$ cat src/rtl/cdc_req_tx.sv
// cdc_req_tx
//   Four-phase request/acknowledge transmitter toward an asynchronous
//   domain. A word offered on tx_valid/tx_data is captured into data_out
//   and announced by raising req_out. The remote acknowledge is brought in
//   through a two-flop synchronizer. When it is seen high, req_out is
//   dropped. The transfer completes once the acknowledge is seen low again.
//   If no acknowledge arrives within TIMEOUT_CYCLES, the request is
//   withdrawn and timeout pulses. The block still waits for the acknowledge
//   to read low before it accepts again, so a late acknowledge cannot
//   complete the next transfer.
//
// Ports
//   clk        single clock, rising edge
//   rst        asynchronous active-high reset
//   tx_valid   local side offers tx_data
//   tx_data    word to transfer, captured on acceptance
//   tx_ready   high while a word can be accepted (state IDLE)
//   ack_async  acknowledge from remote domain, asynchronous to clk
//   req_out    registered request level to remote domain
//   data_out   registered data bundle to remote domain
//   done       one-cycle pulse on normal handshake completion
//   timeout    one-cycle pulse when a transfer is abandoned
//
// state   | meaning
// --------+-----------------------------------------------------------
// IDLE    | no transfer in flight, tx_ready high, req_out low
// REQ_HI  | req_out high, waiting for ack_s or the terminal count
// WAIT_LO | req_out low, waiting for ack_s to return low

module cdc_req_tx #(
  parameter int DATA_WIDTH     = 8,
  parameter int TIMEOUT_CYCLES = 255
) (
  input  logic                  clk,
  input  logic                  rst,
  input  logic                  tx_valid,
  input  logic [DATA_WIDTH-1:0] tx_data,
  output logic                  tx_ready,
  input  logic                  ack_async,
  output logic                  req_out,
  output logic [DATA_WIDTH-1:0] data_out,
  output logic                  done,
  output logic                  timeout
);

  localparam int               CNT_W  = $clog2(TIMEOUT_CYCLES);
  localparam logic [CNT_W-1:0] CNT_TC = CNT_W'(TIMEOUT_CYCLES - 1);

  typedef enum logic [1:0] {
    IDLE    = 2'd0,
    REQ_HI  = 2'd1,
    WAIT_LO = 2'd2
  } state_t;

  state_t           state;
  logic             ack_meta;
  logic             ack_s;
  logic [CNT_W-1:0] cnt;
  logic             timed_out;

  // The only place ack_async is sampled.
  always_ff @(posedge clk or posedge rst) begin
    if (rst) begin
      ack_meta <= 1'b0;
      ack_s    <= 1'b0;
    end else begin
      ack_meta <= ack_async;
      ack_s    <= ack_meta;
    end
  end

  assign tx_ready = (state == IDLE);

  always_ff @(posedge clk or posedge rst) begin
    if (rst) begin
      state     <= IDLE;
      req_out   <= 1'b0;
      data_out  <= '0;
      done      <= 1'b0;
      timeout   <= 1'b0;
      cnt       <= '0;
      timed_out <= 1'b0;
    end else begin
      done    <= 1'b0;
      timeout <= 1'b0;
      case (state)
        IDLE: begin
          if (tx_valid) begin
            data_out  <= tx_data;
            req_out   <= 1'b1;
            cnt       <= '0;
            timed_out <= 1'b0;
            state     <= REQ_HI;
          end
        end
        REQ_HI: begin
          // ack is checked first so it wins on the terminal-count cycle
          if (ack_s) begin
            req_out <= 1'b0;
            state   <= WAIT_LO;
          end else if (cnt == CNT_TC) begin
            req_out   <= 1'b0;
            timeout   <= 1'b1;
            timed_out <= 1'b1;
            state     <= WAIT_LO;
          end else begin
            cnt <= cnt + CNT_W'(1);
          end
        end
        WAIT_LO: begin
          if (!ack_s) begin
            done  <= ~timed_out;
            state <= IDLE;
          end
        end
        default: begin
          req_out <= 1'b0;
          state   <= IDLE;
        end
      endcase
    end
  end

endmodule

$ cat config.mk
export PLATFORM = sky130hd
export DESIGN_NAME = cdc_req_tx
export DESIGN_NICKNAME = d
export VERILOG_FILES = /design/src/rtl/cdc_req_tx.sv
export SDC_FILE = /design/constraint.sdc
export NUM_CORES = 1
export LEC_CHECK = 0
export CORE_ASPECT_RATIO = 1.2
export CORE_MARGIN = 3
export CORE_UTILIZATION = 43
export CTS_CLUSTER_DIAMETER = 40
export CTS_CLUSTER_SIZE = 10
export DETAILED_ROUTE_END_ITERATION = 12
export PLACE_DENSITY = 0.73
export SYNTH_ARGS = -nofsm -noshare
export SYNTH_HDL_FRONTEND = slang
export SYNTH_SLANG_ARGS = --single-unit
$ cat constraint.sdc
create_clock -name clk -period 1.6 [get_ports clk]
set_input_delay 0.16 -clock clk [delete_from_list [all_inputs] [get_ports clk]]
set_output_delay 0.16 -clock clk [all_outputs]
set_load 0.02 [all_outputs]
# Word-level counts from Yosys, hierarchy flattened
# Cells that the tools add are included.
[word_totals]
memories = 0
output_inout_bits = 12
in_bits = 12
mem_bits_rw = 0
mem_bits_ro = 0
latch_bits = 0
elab_cells = 50
reg_bits = 24
[op_classes]
n_eq_ne = 9
mul = 0
shift = 0
add_sub_neg = 1
reduce_logical = 7
n_div = 0
muxes = 22
bitwise = 2
n_lt_le_gt_ge = 0
[op_table]
columns = ["op", "n"]
rows = [
  ["$mux W8", 3],
  ["$pmux W8 S2", 1],
  ["$mux W1", 11],
  ["$ne A2 B2 Y1 const B", 5],
  ["$add A8 B1 Y8 const B", 1],
  ["$eq A8 B8 Y1 const B", 1],
  ["$mux W2", 4],
  ["$reduce_and A4 Y1", 2],
  ["$pmux W2 S3", 1],
  ["$reduce_and A3 Y1", 2],
  ["$ne A3 B3 Y1 const B", 1],
  ["$pmux W1 S3", 1],
  ["$eq A2 B1 Y1 const B", 1],
  ["$eq A2 B2 Y1 const B", 1],
  ["$logic_not A2 Y1", 1],
  ["$not A1 Y1", 2],
  ["$pmux W1 S2", 1],
  ["$reduce_and A2 Y1", 1],
  ["$reduce_bool A2 Y1", 1],
]

# Longest topological paths before layout
[depth]
word_depth = 4
depth_mapped = 7

# Worst setup path after synthesis
# No wires, ideal clock.
[synth_path]
path_kind = "register -> register"
from = "reg state[0]"
to = "reg cnt[6]"
stages_incl_launch_ff = 6
required_time_ns = 1.460
t_arrival_ns = 1.432
path_buffers = 1
path_slack_ns = 0.028
period_less_slack_ns = 1.572
path_cell_list = "dfrtp_1 buf_4 or3b_4 o21bai_4 o311ai_0 o41ai_1"
[synth_between]
elab_chain_len = 3
word_cells_on_any_way = 8
[synth_lines]
columns = ["element", "line", "rtl"]
rows = [
  ["start: declaration", "55", "state_t state;"],
  ["start signal: assignment", "76", "state <= IDLE;"],
  ["start signal: assignment", "93", "state <= REQ_HI;"],
  ["start signal: assignment", "100", "state <= WAIT_LO;"],
  ["$eq A2 B1 Y1 or $logic_not A2 Y1 (tied branches)", "86", "case (state)"],
  ["$ne A2 B2 Y1 (no line) or $reduce_bool A2 Y1 (tied branches)", "-", ""],
  ["$reduce_and A4 Y1 (no line)", "-", ""],
  ["end signal: assignment", "107", "cnt <= cnt + CNT_W'(1);"],
  ["end: declaration", "58", "logic [CNT_W-1:0] cnt;"],
]
# Parallel ways exist; a longest one is shown, timed or not.
# A chain may end at the register's enable or synchronous reset.

# Worst setup path in the final report
[layout_path]
from = "reg state[1]"
to = "reg cnt[3]"
# The elaborated chain is that of the path after synthesis.

==> metrics <==
Die Width=51.11 um; sequential cell area fraction in the yosys report=57.21%; Area Overhead vs Synth=41.00%; largest family of logic cells by synthesized area=simple AND/OR/NAND/NOR gates; share of cells above drive strength 1=18.12%; GRT Residual Overflow=0; Setup Total Neg Slack=-0.0008143 ns; Yosys cell types=30; critical path arrival=1.85 ns; Leak=0.6880 nW; RSZ-0062 raised after global routing=true; Post-Synth XOR/XNOR Area=0%; Slew HR=73.46%; vias in the first global route=891; Fmax=0.6247 GHz; Final Slew Violations=0; Die Y=60.13 um; wire per inst=13.15 um; Worst VDD drop=1132 uV; Total GRT Usage=17.04%; CP startpoint kind=flop; number of enable flip-flop cells after synthesis=0; status=complete, but fails checks; Async SR Flop Fraction=100.0%; antenna cells=0; final worst slack=-0.0008143 ns; Vias per Instance=5.213; Ports=24; first-pass GRT wire length=3926 um; full die area=3073 um^2; Main synth FF type=dfrtp_1; Simple-Gate Fraction of Synth Area=21.22%; gpl congestion=0.8191; clock buffer depth=2; CTS tree=yes; Reg clk slew, reported paths=0.14 ns; critical path endpoint category=flop; PortBufs=23; largest net degree at the start of global routing=17; total routed wirelength=2222 um; synthesized area=1050 um^2; via count=881; drt initial violations=10; clock sink total=24; Mapped Cells=102; latest clock arrival within the worst-skew pair=0.32 ns; WS Path Type=reg2reg; TritonCTS buffer count=3; initial antenna violation count=0; period utilization=100.1%; Hold/Removal Path Class=in2async; CP required=1.85 ns; count leader, synth=nand2_1; maxcap violations=0; setup violators final=1; Post-Synth Adder-Cell Area=2.384%; multiplexer area fraction after synthesis=0.9535%; Initial Util=45.52%; largest cells by area after synthesis=dfrtp_1, nand2_1, o311ai_0; Mean Syn Cell Area=10.29 um^2; Final Core Density=64.19%; row cnt=19; final worst path period need=1.601 ns; dpl hpwl=1652 um; Final ANT Viol Nets=0; CTS Root Cell=clkbuf_4; most area-hungry cell type in the Yosys netlist=dfrtp_1; Yosys reg bits=24; final hold violations=0; core area=2306 um^2; most frequent cells after synthesis=nand2_1, dfrtp_1, nand3_1, o21ai_0, inv_1; Post-Syn Nets=116; r2r setup slk=-0.0008 ns; DR DRC count=0; Tightest Pin Transition=0.3977 ns; fin nets=153; failing checks=setup timing; Synth Warn #=0; Worst Path Max Fanout=8; Final Skew=0.01315 ns; drt pass-1 iters=3; P per Cell Area=1568 nW/um^2; worst hold slack=0.09351 ns; Compound-Gate Fraction of Synth Area=14.30%; post-synth top area share=57.21%; H-tree depth=1
## critical path, stage by stage (launching register included)
cell and delay, ns:
dfrtp_1 0.41, or3b_4 0.41, o21bai_4 0.22, or3_1 0.36, a21oi_1 0.12
## final cells by class
class | instances | area [um^2]
Fill cell | 190 | 825.8
Inverter | 4 | 15.01
Sequential cell | 24 | 600.6
Clock buffer | 3 | 22.52
Multi-Input combinational cell | 70 | 442.9
Timing Repair Buffer | 36 | 330.3
Tap cell | 31 | 38.79
Clock inverter | 1 | 30.03
## flip-flops by register name, indices dropped and copies added, names as in the netlist
name / cells
timeout: 1
ack_meta: 1
req_out: 1
data_out: 8
timed_out: 1
done: 1
ack_s: 1
state: 2
cnt: 8
## power by group
| part | internal, mW | switching, mW | total [mW] |
|---|---|---|---|
| logic | 0.488 | 0.534 | 1.02 |
| clock network | 0.253 | 0.187 | 0.440 |
| registers | 0.766 | 0.0921 | 0.858 |
| total | 1.51 | 0.813 | 2.32 |
## stage by stage
stage / cell area, um^2 / worst slack, ns / cells / total power, mW
6_report: 1480 / -0.0008143 / 169 / 2.320
5_1_grt: 1480 / -0.07524 / 169 / 2.499
4_1_cts: 1441 / -0.004562 / 167 / 2.302
3_5_place_dp: 1375 / -0.01706 / 163 / 1.859
3_3_place_gp: 1375 / 0.06133 / 163 / 1.833
2_1_floorplan: 1050 / 0.02834 / 102 / 1.417
## worst paths after layout
kind	startpoint	end	cells after the start
worst max-delay path	state[1]	cnt[3]	4
worst min-delay path	rst	data_out[3]	2
worst max register to register	state[1]	cnt[3]	4
worst min register to register	ack_meta	ack_s	0
max in group asynchronous	rst	cnt[3]	3
min in group clk	ack_async	ack_meta	1
## cell families after synthesis
group / after synthesis
AND/OR/NAND/NOR: 47
flip-flops: 24
buffers and inverters: 8
adder cells (fa/ha/maj): 2
AO/OA/AOI/OAI: 20
multiplexers: 1
## cells in the final DEF, fill, tap and decap left out, types with 3 or more instances in the layout
master / instances
o21ai_0: 5
clkdlybuf4s50_1: 22
nor2_1: 3
clkbuf_4: 3
nand3_1: 4
buf_4: 12
dfrtp_1: 24
nand2_1: 28
inv_1: 4
## per-layer routing
metal	up-vias	track usage [%]	routed length, um
li1	425	-	-
met1	432	19.44	941
met2	22	30.20	1128
met3	2	4.239	135
met4	0	6.923	17
met5	-	0	0
## what timing repair did
action | in CTS | in global routing
gates resized for setup | 6 | 5
endpoints found under the setup margin | 5 | 6
buffers inserted | 0 | 2
pin swaps | 1 | 3
hold buffers | 0 | 0
(Power assumes the default switching activity.)
